`src/rtl/sh_bus_slave_pkg.sv`:
```
// Shared types for the SH7604 CS0 bus responder: FSM states and the latched bus-cycle record.
package sh_bus_slave_pkg;

   typedef enum logic [1:0] {
      S_IDLE = 2'd0,
      S_WAIT = 2'd1,
      S_ACK  = 2'd2
   } state_t;

   typedef struct packed {
      logic [26:0] addr;
      logic        rd;
      logic [3:0]  be;
      logic [31:0] data;
   } bus_cycle_t;

   localparam logic [3:0] BE_ALL = 4'hF;

   function automatic logic [26:0] word_align(input logic [26:0] a);
      return {a[26:2], 2'b00};
   endfunction

endpackage

```
`src/rtl/sh_bus_slave.sv`:
```
// SH7604 CS0 external-bus responder: decodes a CPU bus cycle, stretches it with WAIT_N
// and runs one request on a simple backing-memory port.
module sh_bus_slave
   import sh_bus_slave_pkg::*;
#(
   parameter logic [12:0] BASE    = 13'h0000,
   parameter int          ADDR_W  = 14,
   parameter int          WAIT_RD = 2,
   parameter int          WAIT_WR = 1
) (
   input  logic              CLK,
   input  logic              RST_N,
   input  logic              CE_R,
   input  logic [26:0]       A,
   input  logic [31:0]       DI,
   output logic [31:0]       DO,
   input  logic              CS_N,
   input  logic              BS_N,
   input  logic              RD_WR_N,
   input  logic [3:0]        WE_N,
   output logic              WAIT_N,
   output logic [ADDR_W-1:0] MEM_A,
   output logic [31:0]       MEM_D,
   output logic [3:0]        MEM_BE,
   output logic              MEM_RD,
   output logic              MEM_WR,
   input  logic [31:0]       MEM_Q,
   input  logic              MEM_RDY,
   output logic              ERR
);

   localparam logic [2:0] CNT_RD = 3'(WAIT_RD);
   localparam logic [2:0] CNT_WR = 3'(WAIT_WR);

   state_t     state_r, state_n;
   bus_cycle_t cyc_r, cyc_n;
   logic [2:0] cnt_r, cnt_n;
   logic       done_r, done_n;
   logic       mem_rd_r, mem_rd_n;
   logic       mem_wr_r, mem_wr_n;
   logic       wait_n_r, wait_n_n;
   logic [31:0] do_r, do_n;
   logic       err_r, err_n;
   logic       hit_s;
   logic       rdy_hit_s;
   logic       dummy_s;

   assign hit_s     = !CS_N && !BS_N && (A[26:14] == BASE);
   assign rdy_hit_s = MEM_RDY && (mem_rd_r || mem_wr_r);
   assign dummy_s   = !RD_WR_N && (WE_N == BE_ALL);

   // State and output registers; reset aborts any cycle in flight.
   always_ff @(posedge CLK or negedge RST_N) begin
      if (!RST_N) begin
         state_r  <= S_IDLE;
         cyc_r    <= '0;
         cnt_r    <= 3'd0;
         done_r   <= 1'b0;
         mem_rd_r <= 1'b0;
         mem_wr_r <= 1'b0;
         wait_n_r <= 1'b1;
         do_r     <= 32'h0000_0000;
         err_r    <= 1'b0;
      end else begin
         state_r  <= state_n;
         cyc_r    <= cyc_n;
         cnt_r    <= cnt_n;
         done_r   <= done_n;
         mem_rd_r <= mem_rd_n;
         mem_wr_r <= mem_wr_n;
         wait_n_r <= wait_n_n;
         do_r     <= do_n;
         err_r    <= err_n;
      end
   end

   // Next-state and next-output logic, advancing only on bus-phase ticks.
   always_comb begin
      state_n  = state_r;
      cyc_n    = cyc_r;
      cnt_n    = cnt_r;
      done_n   = done_r;
      mem_rd_n = mem_rd_r;
      mem_wr_n = mem_wr_r;
      wait_n_n = wait_n_r;
      do_n     = do_r;
      err_n    = err_r;
      if (CE_R) begin
         case (state_r)
            S_IDLE: begin
               if (hit_s) begin
                  cyc_n.addr = word_align(A);
                  cyc_n.rd   = RD_WR_N;
                  cyc_n.be   = RD_WR_N ? BE_ALL : ~WE_N;
                  if (!RD_WR_N) begin
                     cyc_n.data = DI;
                  end else begin
                     cyc_n.data = cyc_r.data;
                  end
                  cnt_n    = RD_WR_N ? CNT_RD : CNT_WR;
                  done_n   = dummy_s;
                  mem_rd_n = RD_WR_N;
                  mem_wr_n = !RD_WR_N && !dummy_s;
                  wait_n_n = 1'b0;
                  state_n  = S_WAIT;
               end else begin
                  state_n = S_IDLE;
               end
            end
            S_WAIT: begin
               if (cnt_r != 3'd0) begin
                  cnt_n = cnt_r - 3'd1;
               end else begin
                  cnt_n = cnt_r;
               end
               if (rdy_hit_s) begin
                  mem_rd_n = 1'b0;
                  mem_wr_n = 1'b0;
                  done_n   = 1'b1;
                  if (cyc_r.rd) begin
                     do_n = MEM_Q;
                  end else begin
                     do_n = do_r;
                  end
               end else begin
                  done_n = done_r;
               end
               // A same-tick acknowledge counts toward completion.
               if ((cnt_r == 3'd0) && (done_r || rdy_hit_s)) begin
                  wait_n_n = 1'b1;
                  state_n  = S_ACK;
               end else begin
                  state_n = S_WAIT;
               end
               if (!BS_N) begin
                  err_n = 1'b1;
               end else begin
                  err_n = err_r;
               end
            end
            S_ACK: begin
               state_n = S_IDLE;
               if (!BS_N) begin
                  err_n = 1'b1;
               end else begin
                  err_n = err_r;
               end
            end
            default: begin
               state_n  = S_IDLE;
               mem_rd_n = 1'b0;
               mem_wr_n = 1'b0;
               wait_n_n = 1'b1;
            end
         endcase
      end else begin
         state_n = state_r;
      end
   end

   assign DO     = do_r;
   assign WAIT_N = wait_n_r;
   assign MEM_A  = cyc_r.addr[ADDR_W-1:0];
   assign MEM_D  = cyc_r.data;
   assign MEM_BE = cyc_r.be;
   assign MEM_RD = mem_rd_r;
   assign MEM_WR = mem_wr_r;
   assign ERR    = err_r;

endmodule
```
`config.mk`:
```
export PLATFORM = sky130hd
export DESIGN_NAME = sh_bus_slave
export DESIGN_NICKNAME = d
export VERILOG_FILES = /design/src/rtl/sh_bus_slave_pkg.sv /design/src/rtl/sh_bus_slave.sv
export SDC_FILE = /design/constraint.sdc
export NUM_CORES = 1
export LEC_CHECK = 0
export ABC_CLOCK_PERIOD_IN_PS = 1800
export CORE_MARGIN = 1
export CORE_UTILIZATION = 38
export CTS_CLUSTER_SIZE = 28
export DETAILED_ROUTE_END_ITERATION = 7
export PLACE_DENSITY = 0.73
export RECOVER_POWER = 50
export SYNTH_ARGS = -nofsm -noshare
export SYNTH_HDL_FRONTEND = slang
export SYNTH_SLANG_ARGS = --single-unit
export TNS_END_PERCENT = 30
```
`constraint.sdc`:
```
create_clock -name CLK -period 1.8 [get_ports CLK]
set_clock_uncertainty 0.05 [all_clocks]
set_input_delay 0.36 -clock CLK [delete_from_list [all_inputs] [get_ports CLK]]
set_output_delay 0.36 -clock CLK [all_outputs]
set_load 0.1 [all_outputs]
```
* Word level (Yosys, flattened, before mapping)
Index checks and enable logic that the tools add are counted.
** Storage, ports and cells
- Bits in registers :: 91
** Operators by class
- Add/sub/neg operators :: 1
- Eq/ne operators :: 7
- Mux-type cells :: 19
- Bitwise gates (word level) :: 4
- Reduce and logical (&&, ||, !) cells :: 26
** Operators with widths (number)
- AND reduction 4 bit :: 6
- logical NOT 13 bit :: 1
- one-hot mux 1 bit (3 select lines) :: 3
- 2-to-1 mux 1 bit :: 8
- != test 2 bit, second input constant :: 4
- logical AND 1 bit :: 6
- 2-to-1 mux 3 bit :: 2
- one-hot mux 3 bit (2 select lines) :: 1
- AND reduction 3 bit :: 2
- equality test 4 bit, second input constant :: 1
- logical NOT 1 bit :: 4
- 2-to-1 mux 2 bit :: 2
- 2-to-1 mux 4 bit :: 1
- NOT 4 bit :: 1
- one-hot mux 2 bit (2 select lines) :: 1
- logical NOT 3 bit :: 1
- NOT 1 bit :: 3
- nonzero test 3 bit :: 1
- subtractor 3 x 1 -> 3 bit, second input constant :: 1
- equality test 2 x 1 -> 1 bit, second input constant :: 1
- equality test 2 bit, second input constant :: 1
- logical NOT 2 bit :: 1
- logical OR 1 bit :: 2
- one-hot mux 1 bit (2 select lines) :: 1
- other kinds (2) :: 2

* Longest topological paths before layout
- Word-level depth :: 6
- Mapped depth :: 7
- Depth with buffers taken out :: 7

* Least setup slack after synthesis
No wires, ideal clock.
- Path type :: register to register
- Start :: register mem_rd_r (netlist: MEM_RD)
- End :: register do_r[0] (netlist: DO[0])
- Setup time :: 0.125 ns
- Data arrival time :: 2.074 ns
- Data required time :: 1.625 ns
- Setup slack :: -0.449 ns
- Stages on the path, launching flop included :: 5
- Path buffers :: 1
- Path through :: dfrtp_1 o21ai_0 nor2_1 buf_2 mux2_2
** Between the ends
- Cells in the longest elaborated chain, start to end :: 3
** RTL lines
- start: declaration :: line sh_bus_slave.sv:39 : logic mem_rd_r, mem_rd_n;
- start signal: assignment :: line sh_bus_slave.sv:69 : mem_rd_r <= mem_rd_n;
- logical OR 1 bit :: line sh_bus_slave.sv:49 : assign rdy_hit_s = MEM_RDY && (mem_rd_r || mem_wr_r);
- logical AND 1 bit :: line sh_bus_slave.sv:49
- AND reduction 4 bit (no source line)
- end signal: assignment :: line sh_bus_slave.sv:72 : do_r <= do_n;
- end: declaration :: line sh_bus_slave.sv:42 : logic [31:0] do_r, do_n;
Every way passes these cells.
A chain may end at the register's enable or synchronous reset.

* Final worst setup path
- Start :: input port A[25]
- End :: register cyc_r, in the netlist MEM_D[26]
** Between the ends
- Cells in the longest elaborated chain, start to end :: 3
** RTL lines
- start: declaration :: line sh_bus_slave.sv:14 : input logic [26:0] A,
- logical NOT 13 bit :: line sh_bus_slave.sv:48 : assign hit_s = !CS_N && !BS_N && (A[26:14] == BASE);
- logical AND 1 bit :: line sh_bus_slave.sv:48
- AND reduction 4 bit (no source line)
- end signal: assignment :: line sh_bus_slave.sv:66 : cyc_r <= cyc_n;
- end: declaration :: line sh_bus_slave.sv:36 : bus_cycle_t cyc_r, cyc_n;
Every way passes these cells.

==> results.py <==
metrics = {
    "hold_path": {
        "holdCritPathClass": "in -> reg",
        "min_from": "BS_N",
    },
    "clock_tree": {
        "clock_path_buffers": 2,
        "clockRootBuffer": "clkbuf_8",
        "cts_buffers": 9,
        "cts_tree": "built",
        "clkTransAtPathRegs_ns": 0.09,
        "insertion_delay_ns": 0.35,
        "cts_sinks": 91,
        "h-tree-depth": 3,
    },
    "floorplan": {
        "die_w_um": 106,
        "dieArea_mm2": 0.0112,
        "start_util_pct": 39.4,
        "rows": 37,
        "pin_count": 188,
        "core_area_mm2": 0.0104,
        "die_h_um": 106,
    },
    "logic_synthesis": {
        "ys_seq_elements": 91,
        "synth_warnings": 0,
        "synth.distinct_cells": 37,
        "synth-edff-count": 0,
        "synth_flop_cell": "dfrtp_1",
        "synth_cells": 303,
        "synth_area_mm2": 0.00411,
        "synthArstFlopShare_pct": 100,
        "yosysSeqAreaShare_pct": 55.5,
        "avgSynthCellArea_um2": 13.5,
    },
    "final_layout": {
        "layout_common_cells": "buf_12 (90), dfrtp_1 (88), clkdlybuf4s50_1 (82)",
        "n_antenna_cell": 0,
        "drive_gt1_share_pct": 46.2,
        "finalNetCount": 574,
        "area_delta_synth_final_pct": 74.0,
        "final_cells": 608,
        "final_common_cell": "buf_12",
    },
    "setup_path": {
        "cp_slowest_stage_delay_ns": 0.33,
        "crit_path_start": "A[25]",
        "path_depth": 7,
        "timing_worst_setup_path_type": "in -> reg",
        "cp_top_family": "simple AND/OR/NAND/NOR gates",
        "path_cells": "clkdlybuf4s15_1 > nor4_4 > nand4_1 > nor2_4 > buf_6 > bufbuf_16 > mux2_2",
        "cp_num_buf_inv": 3,
        "startpoint_type": "input port",
        "path_max_fanout": 8,
        "r2r_cells": 7,
        "crit_path_end": "MEM_D[26]$_DFFE_PN0P_",
        "critPathSlowestCell": "mux2_2",
        "endpoint_kind": "register",
        "r2r_slack_ns": 0.05,
        "cp.arrival_ns": 1.97,
        "worstPathRequired_ns": 1.98,
        "r2r-start": "state_r[0]$_DFFE_PN0P_",
        "r2r_end": "MEM_D[26]$_DFFE_PN0P_",
    },
    "global_route": {
        "antenna_found_initial": 0,
        "grt_overflow": 0,
        "grt_max_degree": 34,
        "grt_pass1_vias": 3285,
        "grt_pass1_wl_um": 16800,
        "grtUsageTotal_pct": 19.4,
    },
    "sta": {
        "max_freq_ghz": 0.560,
        "hold_viol_final": 0,
        "tightest_slew_ns": 0.848,
        "tns_ns": 0,
        "layout_min_cycle_time_ns": 1.79,
        "period_share_pct": 99.2,
        "timing.hold.ws_ns": 0.421,
        "rsz0062_at_grt": "yes",
        "slew-limit-headroom_pct": 43.5,
        "setup-violations-final": 0,
        "slew_viol_final": 0,
    },
    "power": {
        "swShare_pct": 30.5,
        "p_leak_nw": 3.28,
        "p_comb_share_pct": 26.7,
        "p_per_area_mw_per_mm2": 693,
        "p_int_mw": 3.45,
        "clock_power_share_pct": 28.4,
        "switchingPower_mw": 1.51,
        "seqPwrFrac_pct": 44.9,
        "peakVddDrop_mv": 0.498,
    },
    "run_status": {
        "status": "finished clean",
    },
    "run": {
        "cap_violations": 0,
    },
    "placed_design": {
        "io_buffers": 183,
        "place_inst": 577,
        "dpl.hpwl_um": 7720,
        "gp_congestion": 0.824,
    },
    "route": {
        "first_pass_iters": 4,
        "vias_per_cell": 4.87,
        "ant_nets": 0,
        "vias": 2961,
        "drcViolationCount": 0,
        "drt-total-wl_um": 10500,
        "dr.first_iter.drc_count": 64,
        "routedWlPerCell_um": 17.3,
    },
}
area by class of cell:
class                      instances  area, um2
clock buffer                      11        141
tap                              136        170
sequential                        91       2290
inverter                           8       30.0
multi-input combinational        145       1460
clock inverter                     5       62.6
timing repair buffer             212       2990
fill                             733       3270
Yosys cell counts, drive strengths merged (2+ instances only):
| master | count | area [um2] |
|---|---|---|
| o211ai | 2 | 15.0 |
| o21ai | 6 | 30.0 |
| nand2b | 3 | 18.8 |
| ha | 5 | 62.6 |
| a21oi | 3 | 15.0 |
| nor2 | 6 | 25.0 |
| nand3 | 4 | 20.0 |
| mux2 | 83 | 935 |
| buf | 59 | 423 |
| dfrtp | 90 | 2250 |
| nand2 | 7 | 26.3 |
| inv | 8 | 30.0 |
| o32a | 2 | 20.0 |
| nand4 | 3 | 18.8 |
| nor4 | 3 | 37.5 |
sequential cells by signal, summed over array words and instances, names as in the netlist:
signal   count
DO          32
MEM_D       32
MEM_A       12
MEM_BE       4
cnt_r        3
state_r      2
ERR          1
MEM_RD       1
MEM_WR       1
WAIT_N       1
cyc_r        1
done_r       1
power by group through the flow:
| stage | Sequential [mW] | Combinational, mW | Clock, mW |
|---|---|---|---|
| global route | 2.24 | 1.41 | 1.53 |
| CTS | 2.22 | 1.25 | 1.46 |
| global placement | 2.25 | 1.17 | 0 |
| finish | 2.23 | 1.32 | 1.41 |
| detailed placement | 2.26 | 1.21 | 0 |
| floorplan | 2.47 | 0.400 | 0 |
layer usage:
metal	routed length [um]	global-route usage (%)	up-vias	part of all wire (%)
met5	0	0	-	0
met3	994	8.03	21	9.5
met4	269	8.43	0	2.6
met2	5300	32.6	146	50
li1	-	-	1333	-
met1	3940	21.7	1461	38
per-stage QoR:
stage / util, % / instance area (um2) / total power, mW / setup slack (ns)
after floorplan: - / 4120 / 2.87 / 0.0133
after global placement: 64.3 / 6700 / 3.42 / -0.460
after detailed placement: 64.3 / 6700 / 3.47 / -0.569
after CTS: 68.4 / 7120 / 4.93 / -0.00640
after global routing: 68.6 / 7140 / 5.18 / -0.0180
final: 68.6 / 7140 / 4.95 / 0.0143
worst min path at each step:
| stage | to | cells after the start |
|---|---|---|
| 6_report | ERR$_DFFE_PN0P_ | 3 |
| 5_1_grt | ERR$_DFFE_PN0P_ | 3 |
| 4_1_cts | MEM_A[5]$_DFFE_PN0P_ | 2 |
| 3_5_place_dp | MEM_A[5]$_DFFE_PN0P_ | 1 |
| 3_3_place_gp | MEM_A[2]$_DFFE_PN0P_ | 1 |
| 2_1_floorplan | DO[0]$_DFFE_PN0P_ | 0 |
worst reg2reg max path, delay by kind of cell (launching register included):
family	cells	cell delay, ns
flip-flops	1	0.40
multiplexers	1	0.33
AND/OR/NAND/NOR	2	0.21
adder cells (fa/ha/maj)	1	0.17
buffers and inverters	3	0.48
kinds of logic (layout without fill, tap and decap cells):
kind of cell / count (synthesis) / in the layout / synth area share, %
other: 1 / 2 / 0.0913
adders and majority gates: 5 / 5 / 1.52
AOI/OAI and AO/OA: 23 / 23 / 3.90
DFF: 91 / 91 / 55.5
muxes: 84 / 84 / 23.0
and+or+nand+nor: 31 / 31 / 4.85
buffers and inverters: 68 / 236 / 11.1
what timing repair did:
action / in CTS / in global routing
setup endpoints to repair: 52 / 43
resized for setup: 39 / 19
cloned: 3 / 0
pin swaps: 6 / 6
endpoints found under the hold margin: 29 / 0
setup buffers: 7 / 4
hold buffers: 1 / 0
Note: power is estimated with default switching activity, not from simulation.
